--- src/rtl/line_sequencer_if.sv ---
// line_sequencer_if: sample-side inputs and output-stage controls of the line sequencer.
interface line_sequencer_if #(parameter int W = 6);
  logic         ce;
  logic         sync_in;
  logic [W-1:0] sample;
  logic [1:0]   mode;
  logic [W-1:0] blacklevel;
  logic [W-1:0] ceiling;
  logic         locked;
  logic         field_sync;
  logic [8:0]   line_num;
  modport master (output ce, sync_in, sample,
                  input  mode, blacklevel, ceiling, locked, field_sync, line_num);
  modport slave  (input  ce, sync_in, sample,
                  output mode, blacklevel, ceiling, locked, field_sync, line_num);
endinterface

--- src/rtl/line_sequencer.sv ---
// line_sequencer: per-line sync / back porch / black-level measure / active timing controller.
// Define VBI_BLANK_EN to blank ACTIVE for the first VBI_LINES lines after each field start.
module line_sequencer #(
  parameter int W             = 6,
  parameter int AVG_LOG2      = 5,
  parameter int PORCH_DELAY   = 24,
  parameter int SYNC_MIN      = 40,
  parameter int VSYNC_MIN     = 240,
  parameter int SYNC_MAX      = 1536,
  parameter int LINE_MIN      = 720,
  parameter int LINE_MAX      = 1600,
  parameter int LOCK_LINES    = 8,
  parameter int BLACK_DEFAULT = 8,
  parameter int SPAN          = 24
`ifdef VBI_BLANK_EN
  , parameter int VBI_LINES   = 16
`endif
) (
  input logic clk,
  input logic reset_n,
  line_sequencer_if.slave bus
);
  localparam int AW = W + AVG_LOG2;
  localparam int CEIL_INT = (BLACK_DEFAULT + SPAN > 2**W - 1) ? 2**W - 1 : BLACK_DEFAULT + SPAN;
  localparam logic [10:0]  CNT_MAX     = 11'd2047;
  localparam logic [10:0]  SYNC_MIN_C  = 11'(SYNC_MIN);
  localparam logic [10:0]  VSYNC_MIN_C = 11'(VSYNC_MIN);
  localparam logic [10:0]  SYNC_MAX_C  = 11'(SYNC_MAX);
  localparam logic [10:0]  LINE_MIN_C  = 11'(LINE_MIN);
  localparam logic [10:0]  LINE_MAX_C  = 11'(LINE_MAX);
  localparam logic [10:0]  PORCH_END   = 11'(PORCH_DELAY - 1);
  localparam logic [10:0]  MEAS_END    = 11'(2**AVG_LOG2 - 1);
  localparam logic [3:0]   LOCK_C      = 4'(LOCK_LINES);
  localparam logic [W-1:0] BLACK_RST   = W'(BLACK_DEFAULT);
  localparam logic [W-1:0] CEIL_RST    = W'(CEIL_INT);
  localparam logic [W:0]   SPAN_C      = (W+1)'(SPAN);

  typedef enum logic [2:0] {SEARCH, SYNC, BACKPORCH, MEASURE, ACTIVE} state_t;

  state_t        state_q, state_d;
  logic          sync_q, sync_p_q, rise, fall, good, bad, lost;
  logic [10:0]   cyc_q, cyc_d, lcnt_q, lcnt_d;
  logic [3:0]    gcnt_q, gcnt_d;
  logic          broad_q, broad_d, locked_q, locked_d, field_sync_q, field_sync_d;
  logic [AW-1:0] acc_q, acc_d, sum;
  logic [W-1:0]  avg, blacklevel_q, blacklevel_d, ceiling_q, ceiling_d;
  logic [W:0]    ceil_sum;
  logic [8:0]    line_num_q, line_num_d;
  logic [1:0]    mode_q, mode_d, active_mode;

  always_comb begin
    rise         = sync_q & ~sync_p_q;
    fall         = ~sync_q & sync_p_q;
    sum          = acc_q + AW'(bus.sample);
    avg          = sum[AW-1:AVG_LOG2];
    ceil_sum     = {1'b0, avg} + SPAN_C;
    state_d      = state_q;
    broad_d      = broad_q;
    line_num_d   = line_num_q;
    blacklevel_d = blacklevel_q;
    ceiling_d    = ceiling_q;
    field_sync_d = 1'b0;
    acc_d        = '0;
    good         = 1'b0;
    bad          = 1'b0;
    lost         = 1'b0;
    case (state_q)
      SEARCH: if (rise) state_d = SYNC;
      SYNC: begin
        if (fall) begin
          if (cyc_q < SYNC_MIN_C) begin
            lost    = 1'b1;
            state_d = SEARCH;
          end else begin
            state_d      = BACKPORCH;
            broad_d      = cyc_q >= VSYNC_MIN_C;
            field_sync_d = broad_d & ~broad_q;
            line_num_d   = broad_d ? (broad_q ? line_num_q : '0)
                         : (line_num_q == 9'd511) ? line_num_q : line_num_q + 9'd1;
          end
        end else if (cyc_q == SYNC_MAX_C) begin
          lost    = 1'b1;
          state_d = SEARCH;
        end
      end
      BACKPORCH: begin
        if (rise) begin
          bad     = 1'b1;
          state_d = SYNC;
        end else if (cyc_q == PORCH_END) state_d = MEASURE;
      end
      MEASURE: begin
        if (rise) begin
          bad     = 1'b1;
          state_d = SYNC;
        end else if (cyc_q == MEAS_END) begin
          // a broad (vertical) line still measures, but its result is dropped
          if (!broad_q) begin
            blacklevel_d = avg;
            ceiling_d    = ceil_sum[W] ? '1 : ceil_sum[W-1:0];
          end
          state_d = ACTIVE;
        end else acc_d = sum;
      end
      ACTIVE: begin
        if (rise) begin
          good    = (lcnt_q >= LINE_MIN_C) && (lcnt_q <= LINE_MAX_C);
          bad     = ~good;
          state_d = SYNC;
        end else if (lcnt_q == LINE_MAX_C) begin
          lost    = 1'b1;
          state_d = SEARCH;
        end
      end
      default: state_d = SEARCH;
    endcase
    gcnt_d   = (bad | lost) ? '0 : (good && gcnt_q != LOCK_C) ? gcnt_q + 4'd1 : gcnt_q;
    locked_d = gcnt_d == LOCK_C;
    cyc_d    = (state_d != state_q) ? '0 : (cyc_q == CNT_MAX) ? cyc_q : cyc_q + 11'd1;
    lcnt_d   = rise ? '0 : (lcnt_q == CNT_MAX) ? lcnt_q : lcnt_q + 11'd1;
`ifdef VBI_BLANK_EN
    active_mode = (line_num_d < 9'(VBI_LINES)) ? 2'd1 : 2'd2;
`else
    active_mode = 2'd2;
`endif
    mode_d = (state_d == SYNC) ? 2'd0 : (state_d == ACTIVE) ? active_mode : 2'd1;
  end

  always_ff @(posedge clk) begin
    if (!reset_n) begin
      state_q      <= SEARCH;
      sync_q       <= 1'b0;
      sync_p_q     <= 1'b0;
      cyc_q        <= '0;
      lcnt_q       <= '0;
      gcnt_q       <= '0;
      broad_q      <= 1'b0;
      acc_q        <= '0;
      blacklevel_q <= BLACK_RST;
      ceiling_q    <= CEIL_RST;
      locked_q     <= 1'b0;
      field_sync_q <= 1'b0;
      line_num_q   <= '0;
      mode_q       <= 2'd1;
    end else if (bus.ce) begin
      state_q      <= state_d;
      sync_q       <= bus.sync_in;
      sync_p_q     <= sync_q;
      cyc_q        <= cyc_d;
      lcnt_q       <= lcnt_d;
      gcnt_q       <= gcnt_d;
      broad_q      <= broad_d;
      acc_q        <= acc_d;
      blacklevel_q <= blacklevel_d;
      ceiling_q    <= ceiling_d;
      locked_q     <= locked_d;
      field_sync_q <= field_sync_d;
      line_num_q   <= line_num_d;
      mode_q       <= mode_d;
    end else field_sync_q <= 1'b0;
  end

  assign bus.mode       = mode_q;
  assign bus.blacklevel = blacklevel_q;
  assign bus.ceiling    = ceiling_q;
  assign bus.locked     = locked_q;
  assign bus.field_sync = field_sync_q;
  assign bus.line_num   = line_num_q;
endmodule

--- src/flat_wrapper.sv ---
// flat-port wrapper written by rule: the top's interface ports become plain ports
module line_sequencer_flat 
#(
  parameter int W             = 6,
  parameter int AVG_LOG2      = 5,
  parameter int PORCH_DELAY   = 24,
  parameter int SYNC_MIN      = 40,
  parameter int VSYNC_MIN     = 240,
  parameter int SYNC_MAX      = 1536,
  parameter int LINE_MIN      = 720,
  parameter int LINE_MAX      = 1600,
  parameter int LOCK_LINES    = 8,
  parameter int BLACK_DEFAULT = 8,
  parameter int SPAN          = 24

)
  (clk, reset_n, bus_ce, bus_sync_in, bus_sample, bus_mode, bus_blacklevel, bus_ceiling, bus_locked, bus_field_sync, bus_line_num);
  line_sequencer_if #(.W(W)) bus_i ();
  input logic clk;
  input logic reset_n;
  input wire logic [$bits(bus_i.ce)-1:0] bus_ce;
  input wire logic [$bits(bus_i.sync_in)-1:0] bus_sync_in;
  input wire logic [$bits(bus_i.sample)-1:0] bus_sample;
  output wire logic [$bits(bus_i.mode)-1:0] bus_mode;
  output wire logic [$bits(bus_i.blacklevel)-1:0] bus_blacklevel;
  output wire logic [$bits(bus_i.ceiling)-1:0] bus_ceiling;
  output wire logic [$bits(bus_i.locked)-1:0] bus_locked;
  output wire logic [$bits(bus_i.field_sync)-1:0] bus_field_sync;
  output wire logic [$bits(bus_i.line_num)-1:0] bus_line_num;
  assign bus_i.ce = bus_ce;
  assign bus_i.sync_in = bus_sync_in;
  assign bus_i.sample = bus_sample;
  assign bus_mode = bus_i.mode;
  assign bus_blacklevel = bus_i.blacklevel;
  assign bus_ceiling = bus_i.ceiling;
  assign bus_locked = bus_i.locked;
  assign bus_field_sync = bus_i.field_sync;
  assign bus_line_num = bus_i.line_num;
  line_sequencer #(.W(W), .AVG_LOG2(AVG_LOG2), .PORCH_DELAY(PORCH_DELAY), .SYNC_MIN(SYNC_MIN), .VSYNC_MIN(VSYNC_MIN), .SYNC_MAX(SYNC_MAX), .LINE_MIN(LINE_MIN), .LINE_MAX(LINE_MAX), .LOCK_LINES(LOCK_LINES), .BLACK_DEFAULT(BLACK_DEFAULT), .SPAN(SPAN)) u_core (.clk(clk), .reset_n(reset_n), .bus(bus_i));
endmodule
--- config.mk ---
export PLATFORM = sky130hd
export DESIGN_NAME = line_sequencer_flat
export DESIGN_NICKNAME = d
export VERILOG_FILES = /design/src/rtl/line_sequencer_if.sv /design/src/rtl/line_sequencer.sv /design/src/flat_wrapper.sv
export SDC_FILE = /design/constraint.sdc
export NUM_CORES = 1
export LEC_CHECK = 0
export CELL_PAD_IN_SITES_DETAIL_PLACEMENT = 1
export CELL_PAD_IN_SITES_GLOBAL_PLACEMENT = 1
export CORE_MARGIN = 2
export CORE_UTILIZATION = 47
export DETAILED_ROUTE_END_ITERATION = 8
export GPL_ROUTABILITY_DRIVEN = 0
export HOLD_SLACK_MARGIN = 0.03
export PLACE_DENSITY_LB_ADDON = 0.1
export SLEW_MARGIN = 10
export SYNTH_ARGS = -nofsm -noshare
export SYNTH_HDL_FRONTEND = slang
export SYNTH_SLANG_ARGS = --single-unit
--- constraint.sdc ---
create_clock -name clk -period 6.6 [get_ports clk]
set_clock_uncertainty 0.05 [all_clocks]
set_input_delay 1.32 -clock clk [delete_from_list [all_inputs] [get_ports clk]]
set_output_delay 1.32 -clock clk [all_outputs]
set_load 0.01 [all_outputs]
==> impl_metrics.toml <==
[synthesis]
yosysUniqueCellTypes = 76
synth_fp_nets = 472
synth_area_um2 = 3860
avgSynthCellArea_um2 = 8.66
postSynthCellCount = 446
async_flop_share_pct = 0
synth_seq_area_share_pct = 35.2
yosysWarnings = 0
synthFlopType = "dfxtp_1"
synth_top_cell_by_area = "dfxtp_1"
synth_edf_count = 0
synth_area_leaders = "dfxtp_1, nor2_1, ha_1"
ys_seq_elements = 68
synth.top_cell.area_share_pct = 35.2

[route]
first_iter_violations = 169
ant_nets = 0
first_pass_iters = 4
vias = 3429
finalWirelength_um = 9750
wire_per_inst_um = 16.7
vias_per_cell = 5.87
drcViolationCount = 0

[grt]
grt_usage_pct = 23.5
antenna_found_initial = 0
grt_max_degree = 26
overflow = 0
grt_pass1_vias = 3334
grt_pass1_wl_um = 16500

[floorplan]
fp.dieW_um = 94.7
initial_core_util_pct = 47.7
fp-row-count = 33
ios = 35
die-area_um2 = 8960
core_area_um2 = 8090
dieHeight_um = 94.7

[placed_design]
dp_hpwl_um = 7190
io_buffers = 34
preCtsSetupSlack_ns = 2.10
place_area_um2 = 4250

[power_and_ir_drop]
irDropWorstVdd_mv = 0.0944
clkPwrFrac_pct = 40.0
seqPwrFrac_pct = 52.5
p_sw_share_pct = 24.9
leakage_nw = 1.59
p_int_w = 0.000604
power.density_nw_per_um2 = 181
net-switching-power_w = 0.000200
combinationalPowerShare_pct = 7.5

[critical_path]
slowest_stage = "or4_1"
regToRegSetupSlack_ns = 3.56
cp-start-kind = "input pin"
cp_slowest_stage_delay_ns = 0.52
timing.rr.start = "u_core.acc_q[0]$_SDFFE_PN0P_"
rr_endpoint = "u_core.bus.ceiling[5]$_SDFFE_PN1P_"
crit_path_end_kind = "flip-flop"
crit_path_frequent_cell = "ha_1"
crit_arrival_ns = 4.31
cp_max_fo = 4
rr_worst_depth = 9
crit_type = "in2reg"
critPathBufInv = 2
crit_chain = "clkdlybuf4s50_1, ha_1, fa_1, a211oi_1, o2111ai_1, o311ai_2, inv_1, ha_1, or4_1, a31o_1"
cp.required_ns = 6.79
path_delay_family = "compound AO/OA/AOI/OAI gates"

[clocking]
cts_tree = "done"
cts_buffers = 9
post_cts_resized = 0
clk_pin_slew_ns = 0.07
cts-root-buf = "clkbuf_8"
clkSinkCount = 68
clock_latency_ns = 0.34
cts-htree-levels = 3
holdBufCountCts = 0
post_cts_buffers = 0
clock_tree.buffer_depth = 2

[final_layout]
mostFrequentLayoutCell = "dfxtp_1"
final_cell_mix = "dfxtp_1, nor2_1, nand2_1"
nNetsFinal = 500
n_antenna_cell = 0
drive_gt1_share_pct = 8.35
syn_to_final_growth_pct = 14.9
postLayoutCellArea_um2 = 4440
fillerInstances = 973

[timing]
maxSlewHeadroom_pct = 41.6
tightest_slew_ns = 0.872
finalSetupViolations = 0
setup_slack_ns = 2.47
drv_slew = 0
period_share_pct = 62.5
rsz0062_at_grt = "no"
finalSetupTns_ns = 0
period_needed_ns = 4.13
hold_viol = 0
fmax_ghz = 0.242

[worst_hold_path]
hp-start = "u_core.acc_q[2]$_SDFFE_PN0P_"
min_to = "u_core.acc_q[2]$_SDFFE_PN0P_"
hold_depth = 2
hp-class = "reg2reg"

[job]
maxCapViolCount = 0

[status]
status = "complete, no violations"
[metal layers]
metal / wire (um) / global-route usage [%] / vias to the layer above / share of wire, %
li1: - / - / 1704 / -
met1: 5000 / 33.1 / 1675 / 51
met2: 4420 / 36.4 / 38 / 45
met3: 186 / 3.67 / 12 / 1.9
met4: 146 / 8.21 / 0 / 1.5
met5: 0 / 0 / - / 0
[per-stage QoR]
| stage | hold slack (ns) | util, % | total power (W) | cells |
|---|---|---|---|---|
| final | 0.414 | 54.9 | 0.000803 | 584 |
| after global routing | 0.452 | 54.9 | 0.000839 | 584 |
| after CTS | 0.421 | 54.9 | 0.000814 | 584 |
| after detailed placement | 0.403 | 52.5 | 0.000491 | 568 |
| after global placement | 0.391 | 52.5 | 0.000489 | 568 |
| after floorplan | 0.379 | - | 0.000472 | 446 |
[cells in the mapped netlist, types with 4 or more instances]
| library cell | instances |
|---|---|
| dfxtp_1 | 68 |
| nor2_1 | 54 |
| nand2_1 | 37 |
| a21oi_1 | 21 |
| xnor2_1 | 20 |
| nand3_1 | 18 |
| inv_1 | 17 |
| o21ai_0 | 17 |
| ha_1 | 15 |
| nor3_1 | 12 |
| and3_1 | 10 |
| clkbuf_1 | 9 |
| xor2_1 | 9 |
| a211oi_1 | 8 |
| a31oi_1 | 7 |
| a21o_1 | 6 |
| mux2i_1 | 6 |
| nand4_1 | 6 |
| nor4_1 | 6 |
| buf_2 | 5 |
| nor3b_1 | 5 |
| nor4b_1 | 5 |
| a22o_1 | 4 |
| o221a_2 | 4 |
[cell families after synthesis]
group / count (synthesis) / synth area share [%]
buffers and inverters: 37 / 4.63
adder cells (fa/ha/maj): 16 / 5.38
XOR/XNOR: 29 / 6.58
AO/OA/AOI/OAI: 109 / 21.3
multiplexers: 6 / 1.55
flip-flops: 68 / 35.2
AND/OR/NAND/NOR: 181 / 25.3
[power groups by stage]
stage	registers, W	logic [W]	clock network, W
after global placement	0.000431	0.0000584	0
final	0.000422	0.0000601	0.000322
after floorplan	0.000428	0.0000437	0
after CTS	0.000421	0.0000603	0.000333
after global routing	0.000422	0.0000670	0.000349
after detailed placement	0.000431	0.0000601	0
[sequential cells by signal (all words and copies together), names as in the netlist, 3 cells and up]
name / cells
u_core.gcnt_q: 4
u_core.bus.line_num: 9
u_core.state_q: 3
u_core.cyc_q: 11
u_core.bus.ceiling: 6
u_core.lcnt_q: 11
u_core.bus.blacklevel: 6
u_core.acc_q: 11
[cell type report]
cell class,count,area [um2],area share [%]
inverters,18,81.3,1.83
clock inverters,4,22.5,0.507
flip-flops and latches,68,1360,30.7
well taps,105,131,2.96
clock buffers,12,165,3.72
multi-input cells,341,2320,52.3
repair buffers,36,355,8.00
[tightest hold or removal path, cell delays in order, from the launching register on]
cell and delay (ns):
dfxtp_1 0.33, nand2_1 0.05, o21ai_0 0.06
[how the worst max path moves through the flow]
stage	from	end	slack, ns	cells past startpoint
final	bus_sample[0]	u_core.bus.ceiling[5]$_SDFFE_PN1P_	2.47	10
after global routing	bus_sample[0]	u_core.bus.ceiling[2]$_SDFFE_PN0P_	2.31	9
after CTS	bus_sample[0]	u_core.bus.ceiling[5]$_SDFFE_PN1P_	2.46	10
after detailed placement	bus_sample[0]	u_core.bus.ceiling[5]$_SDFFE_PN1P_	2.10	10
after global placement	bus_sample[0]	u_core.bus.ceiling[5]$_SDFFE_PN1P_	2.24	10
after floorplan	bus_sample[0]	u_core.bus.ceiling[5]$_SDFFE_PN1P_	2.88	9
No activity file was read; power rests on OpenSTA's default activity.
